--- src/rtl/mmv_ram_responder_pkg.sv ---
// mmv_ram_responder shared types and constants.
// State encoding, busy-injection LFSR constants, latency limit.
package mmv_ram_responder_pkg;

  typedef enum logic {
    st_init,
    st_run
  } state_e;

  localparam logic [15:0] LFSR_SEED = 16'hACE1;
  // Taps 16,14,13,11 as bit positions 15,13,12,10
  localparam logic [15:0] LFSR_TAPS = 16'hB400;
  localparam int RDLATENCY_MAX = 8;

endpackage

--- src/rtl/mmv_ram_responder_if.sv ---
// mmv request/response bus between a master and the RAM responder.
// The master drives requests; the slave returns read data and busy.
interface mmv_ram_responder_if #(
  parameter int AWIDTH = 8,
  parameter int DWIDTH = 8
);

  logic [AWIDTH-1:0] s_addr;
  logic              s_wreq;
  logic [DWIDTH-1:0] s_wdat;
  logic              s_rreq;
  logic [DWIDTH-1:0] s_rdat;
  logic              s_rval;
  logic              s_busy;

  modport master (
    output s_addr, s_wreq, s_wdat, s_rreq,
    input  s_rdat, s_rval, s_busy
  );

  modport slave (
    input  s_addr, s_wreq, s_wdat, s_rreq,
    output s_rdat, s_rval, s_busy
  );

endinterface

--- src/rtl/mmv_ram_responder_mem.sv ---
// Single-port word array: synchronous write, registered read.
// The read register holds its value between reads.
module mmv_ram_responder_mem #(
  parameter int AWIDTH = 8,
  parameter int DWIDTH = 8
) (
  input  logic              clk,
  input  logic              reset,
  input  logic [AWIDTH-1:0] addr,
  input  logic              we,
  input  logic [DWIDTH-1:0] wdata,
  input  logic              re,
  output logic [DWIDTH-1:0] rdata
);

  logic [DWIDTH-1:0] mem_q [2**AWIDTH];
  logic [DWIDTH-1:0] rdata_q, rdata_d;

  always_ff @(posedge clk) begin
    if (we) mem_q[addr] <= wdata;
  end

  always_comb begin
    rdata_d = rdata_q;
    if (re) rdata_d = mem_q[addr];
  end

  always_ff @(posedge clk or posedge reset) begin
    if (reset) rdata_q <= '0;
    else       rdata_q <= rdata_d;
  end

  assign rdata = rdata_q;

endmodule

--- src/rtl/mmv_ram_responder.sv ---
// Slave memory model for the mmv bus with init sweep and address aliasing.
// MMV_RAM_RESPONDER_BUSY_INJECT_EN adds LFSR-driven random busy stalls.
module mmv_ram_responder
  import mmv_ram_responder_pkg::*;
#(
  parameter int              AWIDTH    = 8,
  parameter int              DWIDTH    = 8,
  parameter int              RDLATENCY = 2,
  parameter logic [DWIDTH-1:0] INIT_WORD = '0
) (
  input  logic              clk,
  input  logic              reset,
  input  logic              clear,
  input  logic [AWIDTH-1:0] alias_mask,
  output logic              init_done,
  mmv_ram_responder_if.slave bus
);

  if (RDLATENCY < 1 || RDLATENCY > RDLATENCY_MAX) begin : g_bad_lat
    $error("RDLATENCY out of range");
  end

  state_e               state_q, state_d;
  logic [AWIDTH-1:0]    cnt_q, cnt_d;
  logic                 init_done_q, init_done_d;
  logic                 busy_q, busy_d;
  logic [RDLATENCY-1:0] v_q, v_d;
  logic [AWIDTH-1:0]    ea, mem_addr;
  logic                 acc, wr_acc, rd_acc;
  logic                 in_init, mem_we;
  logic [DWIDTH-1:0]    mem_wdata, mem_rdata;
  logic                 stall;

`ifdef MMV_RAM_RESPONDER_BUSY_INJECT_EN
  logic [15:0] lfsr_q, lfsr_d;

  always_comb begin
    lfsr_d = lfsr_q;
    if (clear)
      lfsr_d = LFSR_SEED;
    else if (state_q == st_run)
      lfsr_d = {lfsr_q[14:0], ^(lfsr_q & LFSR_TAPS)};
  end

  always_ff @(posedge clk or posedge reset) begin
    if (reset) lfsr_q <= LFSR_SEED;
    else       lfsr_q <= lfsr_d;
  end

  assign stall = (lfsr_q[2:0] == 3'b000);
`else
  assign stall = 1'b0;
`endif

  assign in_init = (state_q == st_init);
  assign ea      = bus.s_addr & ~alias_mask;
  assign acc     = (bus.s_wreq | bus.s_rreq) & ~busy_q
                 & ~in_init & ~clear;
  assign wr_acc  = acc & bus.s_wreq;
  // A simultaneous write wins; the read is dropped
  assign rd_acc  = acc & bus.s_rreq & ~bus.s_wreq;

  always_comb begin
    state_d     = state_q;
    cnt_d       = cnt_q;
    init_done_d = init_done_q;
    busy_d      = busy_q;
    if (clear) begin
      state_d     = st_init;
      cnt_d       = '0;
      init_done_d = 1'b0;
      busy_d      = 1'b1;
    end else begin
      unique case (state_q)
        st_init: begin
          cnt_d = cnt_q + AWIDTH'(1);
          if (cnt_q == '1) begin
            state_d     = st_run;
            init_done_d = 1'b1;
            busy_d      = stall;
          end
        end
        st_run:  busy_d = stall;
        default: ;
      endcase
    end
  end

  always_ff @(posedge clk or posedge reset) begin
    if (reset) begin
      state_q     <= st_init;
      cnt_q       <= '0;
      init_done_q <= 1'b0;
      busy_q      <= 1'b1;
      v_q         <= '0;
    end else begin
      state_q     <= state_d;
      cnt_q       <= cnt_d;
      init_done_q <= init_done_d;
      busy_q      <= busy_d;
      v_q         <= v_d;
    end
  end

  assign mem_addr  = in_init ? cnt_q : ea;
  assign mem_we    = in_init | wr_acc;
  assign mem_wdata = in_init ? INIT_WORD : bus.s_wdat;

  mmv_ram_responder_mem #(
    .AWIDTH (AWIDTH),
    .DWIDTH (DWIDTH)
  ) u_mem (
    .clk   (clk),
    .reset (reset),
    .addr  (mem_addr),
    .we    (mem_we),
    .wdata (mem_wdata),
    .re    (rd_acc),
    .rdata (mem_rdata)
  );

  // Stage 0 data lives in the memory read register
  always_comb begin
    v_d = '0;
    if (!clear) begin
      v_d[0] = rd_acc;
      for (int i = 1; i < RDLATENCY; i++)
        v_d[i] = v_q[i-1];
    end
  end

  if (RDLATENCY > 1) begin : g_dpipe
    logic [DWIDTH-1:0] d_q [RDLATENCY-1];
    logic [DWIDTH-1:0] d_d [RDLATENCY-1];

    always_comb begin
      d_d[0] = (v_q[0] && !clear) ? mem_rdata : d_q[0];
      for (int i = 1; i < RDLATENCY-1; i++)
        d_d[i] = (v_q[i] && !clear) ? d_q[i-1] : d_q[i];
    end

    always_ff @(posedge clk or posedge reset) begin
      if (reset) d_q <= '{default: '0};
      else       d_q <= d_d;
    end

    assign bus.s_rdat = d_q[RDLATENCY-2];
  end else begin : g_dnopipe
    assign bus.s_rdat = mem_rdata;
  end

  assign bus.s_rval = v_q[RDLATENCY-1];
  assign bus.s_busy = busy_q;
  assign init_done  = init_done_q;

endmodule

--- src/flat_wrapper.sv ---
// flat-port wrapper written by rule: the top's interface ports become plain ports
module mmv_ram_responder_flat import mmv_ram_responder_pkg::*;
#(
  parameter int              AWIDTH    = 8,
  parameter int              DWIDTH    = 8,
  parameter int              RDLATENCY = 2,
  parameter logic [DWIDTH-1:0] INIT_WORD = '0
)
  (clk, reset, clear, alias_mask, init_done, bus_s_addr, bus_s_wreq, bus_s_wdat, bus_s_rreq, bus_s_rdat, bus_s_rval, bus_s_busy);
  mmv_ram_responder_if #(.AWIDTH(AWIDTH), .DWIDTH(DWIDTH)) bus_i ();
  input  logic clk;
  input  logic reset;
  input  logic clear;
  input  logic [AWIDTH-1:0] alias_mask;
  output logic init_done;
  input wire logic [$bits(bus_i.s_addr)-1:0] bus_s_addr;
  input wire logic [$bits(bus_i.s_wreq)-1:0] bus_s_wreq;
  input wire logic [$bits(bus_i.s_wdat)-1:0] bus_s_wdat;
  input wire logic [$bits(bus_i.s_rreq)-1:0] bus_s_rreq;
  output wire logic [$bits(bus_i.s_rdat)-1:0] bus_s_rdat;
  output wire logic [$bits(bus_i.s_rval)-1:0] bus_s_rval;
  output wire logic [$bits(bus_i.s_busy)-1:0] bus_s_busy;
  assign bus_i.s_addr = bus_s_addr;
  assign bus_i.s_wreq = bus_s_wreq;
  assign bus_i.s_wdat = bus_s_wdat;
  assign bus_i.s_rreq = bus_s_rreq;
  assign bus_s_rdat = bus_i.s_rdat;
  assign bus_s_rval = bus_i.s_rval;
  assign bus_s_busy = bus_i.s_busy;
  mmv_ram_responder #(.AWIDTH(AWIDTH), .DWIDTH(DWIDTH), .RDLATENCY(RDLATENCY), .INIT_WORD(INIT_WORD)) u_core (.clk(clk), .reset(reset), .clear(clear), .alias_mask(alias_mask), .init_done(init_done), .bus(bus_i));
endmodule
--- config.mk ---
export PLATFORM = sky130hd
export DESIGN_NAME = mmv_ram_responder_flat
export DESIGN_NICKNAME = d
export VERILOG_FILES = /design/src/rtl/mmv_ram_responder_pkg.sv /design/src/rtl/mmv_ram_responder_if.sv /design/src/rtl/mmv_ram_responder_mem.sv /design/src/rtl/mmv_ram_responder.sv /design/src/flat_wrapper.sv
export SDC_FILE = /design/constraint.sdc
export NUM_CORES = 2
export LEC_CHECK = 0
export ABC_AREA = 1
export CAP_MARGIN = 10
export CORE_ASPECT_RATIO = 0.8
export CORE_UTILIZATION = 41
export CTS_BUF_LIST = sky130_fd_sc_hd__clkbuf_4
export CTS_CLUSTER_DIAMETER = 30
export DETAILED_ROUTE_END_ITERATION = 7
export PLACE_DENSITY = 0.67
export RECOVER_POWER = 25
export SKIP_CTS_REPAIR_TIMING = 1
export SYNTH_ARGS = -nofsm -noshare
export SYNTH_HDL_FRONTEND = slang
export SYNTH_SLANG_ARGS = --single-unit
--- constraint.sdc ---
create_clock -name clk -period 5.49 [get_ports clk]
set_input_delay 0.8235 -clock clk [delete_from_list [all_inputs] [get_ports clk]]
set_output_delay 0.8235 -clock clk [all_outputs]
set_load 0.1 [all_outputs]
==> reports/results.ini <==
[route]
routed.top_layer=met5
postRouteAntennaNets=0
dr.pass1.iters=6
dr_wl_met2_um=112000
wl_per_cell_um=20.7
met3_length_um=28300
drcViolationCount=0
routed_wl_um=250000
drtIter0Drc=7808
drt-met1-wl_um=102000
vias=63200
viasPerCell=5.22

[floorplan]
die_x_um=521
core_area_um2=215000
dieArea_um2=218000
ios=40
die-height_um=417
start_util_pct=41.2
num_rows=152

[logic_synthesis]
synth_edf_count=2048
async_flop_share_pct=1.40
synth_nets=8729
yosys_most_used_dff=edfxtp_1
netlist_area_um2=88500
synth_warnings=0
ys_ff_latch=2077
synth.distinct_cells=32
syn_inst=8699
yosysSeqAreaShare_pct=70.3
syn_area_per_cell_um2=10.2

[sta]
drv_slew=713
max-slew-margin-rel_pct=-127
max_freq_mhz=211
rsz0062_at_grt=false
worstMarginPinSlew_ps=3400
final_hold_viol_count=0
tns_ps=0
setup_viol=0
fin_crit_sh_pct=86.2
clock_skew_ps=126
layout_min_cycle_time_ps=4730

[power_and_ir_drop]
vdd_drop_max_uv=194
p_leak_nw=41.4
powerDensity_nw_per_um2=326

[placed_design]
hpwl_um=140000
gp_congestion=0.878
io_buffers=39
dpl_cell_area_um2=91800

[layout]
final_cell_mix=nand2_1 (4863), edfxtp_1 (2048), clkbuf_4 (731)
layout-drive-gt1-share_pct=10.3
ff_latch_area_um2=62200
fin_area_um2=97900
syn_to_final_growth_pct=10.7
layout_commonest_cell=nand2_1
final.fill_count=19800
nNetsFinal=8976
multi_input_area_um2=23600

[clock_tree]
cts_buffers=532
clock_path_buffers=4
clock_latency_ps=1330
cts_tree=done
cts_sinks=2077
clock-root-buffer=clkbuf_4
ctsHtreeMaxLevel=6
path_clk_slew_ps=70

[critical_path]
reg2reg_slack_ps=760
cp-start-kind=flip-flop
endpoint_kind=flip-flop
cpLargestDelayFamily=buffers and inverters
cp_slowest_stage_delay_ps=2290
worstReg2RegEnd=u_core.u_mem.mem_q[212][6]
cp_data_required_time_ps=6400
rr_worst_depth=4
crit_type=flip-flop to flip-flop
r2r_start=u_core.state_q
crit_slowest_cell=inv_1
crit_top_cell=buf_4
crit_buf_inv=3
crit_chain=buf_4 > nand2_1 > inv_1 > buf_4
arrival_ps=5640
crit_fanout=79

[grt]
antenna_found_initial=11
grt_start_max_net_pins=184
grt-ovfl-total=0
grt_pass1_vias=61100
grtUsageTotal_pct=22.7
grt_first_pass_wirelength_um=374000

[flow_run]
cap_viol_max_count=8

[hold_path]
hold_path_class=flip-flop to flip-flop
min_path_cells=2
hold_path_end=u_core.bus.s_rdat[7]
min-delay-start=u_core.bus.s_rdat[7]

[outcome]
outcome=complete, but fails checks
violations=capacitance limit, slew limit

[cells by family (layout without fill, tap and decap cells)]
family | Yosys count | count (layout) | share of synthesized area (%)
adder cells (fa/ha/maj) | 1 | 1 | 0.0141
other | 0 | 12 | 0
AND/OR/NAND/NOR | 6045 | 6045 | 26.4
flip-flops | 2077 | 2077 | 70.3
AO/OA/AOI/OAI | 26 | 26 | 0.163
buffers and inverters | 550 | 1098 | 3.05
[stage by stage]
stage | utilization [%] | std cells | total power, mW | worst slack [ps] | hold WS (ps)
finish | 45.6 | 12100 | 31.9 | 759 | 486
global route | 45.6 | 12100 | 33.1 | 703 | 509
CTS | 45.6 | 12100 | 32.1 | 1250 | -198
detailed placement | 42.8 | 11300 | 19.6 | 862 | 472
global placement | 42.8 | 11300 | 19.6 | 815 | 469
floorplan | - | 8699 | 18.9 | 1010 | 443
[final cells by class]
type / instances / area share (%)
flip-flops and latches: 2077 / 63.6
multi-input cells: 6072 / 24.1
clock buffers: 731 / 5.61
well taps: 2849 / 3.64
repair buffers: 205 / 2.15
clock inverters: 104 / 0.633
inverters: 58 / 0.276
diodes: 12 / 0.0307
[where the power goes]
| group | internal [mW] | leakage (nW) | switching, mW | total, mW |
|---|---|---|---|---|
| Combinational | 0.535 | 17.0 | 1.62 | 2.16 |
| Sequential | 17.2 | 20.7 | 0.0204 | 17.2 |
| Clock | 6.47 | 3.69 | 6.12 | 12.6 |
[state kept, by name, summed over array words and instances (netlist names)]
register and flops:
u_core.bus.s_busy 1, u_core.bus.s_rdat 8, u_core.cnt_q 8, u_core.init_done 1, u_core.state_q 1, u_core.u_mem.mem_q 2048, u_core.u_mem.rdata 8, u_core.v_q 2
[how the worst max path moves through the flow]
stage,startpoint,end,slack [ps],cells past startpoint
floorplan,u_core.state_q,u_core.u_mem.mem_q[0][0],1010,5
global placement,alias_mask[1],u_core.u_mem.rdata[3],820,17
detailed placement,alias_mask[1],u_core.u_mem.rdata[3],860,17
CTS,u_core.state_q,u_core.u_mem.rdata[3],1250,17
global route,u_core.state_q,u_core.u_mem.mem_q[212][6],700,4
finish,u_core.state_q,u_core.u_mem.mem_q[212][6],760,4
[worst reg2reg max path, cell delays in order (launching register included)]
cell and delay (ps):
dfrtp_1 500, buf_4 330, nand2_1 130, inv_1 2290, buf_4 1000
[per-layer routing]
metal | GRT usage [%] | vias to the layer above
li1 | - | 29300
met1 | 31.1 | 30000
met2 | 34.7 | 3508
met3 | 5.89 | 496
met4 | 8.94 | 6
met5 | 0 | -
[cells in the mapped netlist, types with 2 or more instances]
cell type     n  share of area, %
nand2_1    4865                21
edfxtp_1   2048                70
nor2_1      636               2.7
nand3_1     533               3.0
clkbuf_1    220              0.93
buf_4       110              0.93
buf_2        80              0.45
buf_1        67              0.28
inv_1        53              0.22
dfrtp_1      28              0.79
buf_6        14              0.18
a21oi_1      12             0.068
o21ai_0       6             0.034
inv_2         4             0.017
nor3_1        3             0.017
o21ai_1       3             0.017
nor2_2        2             0.014
Power figures use the tool's default switching activity.
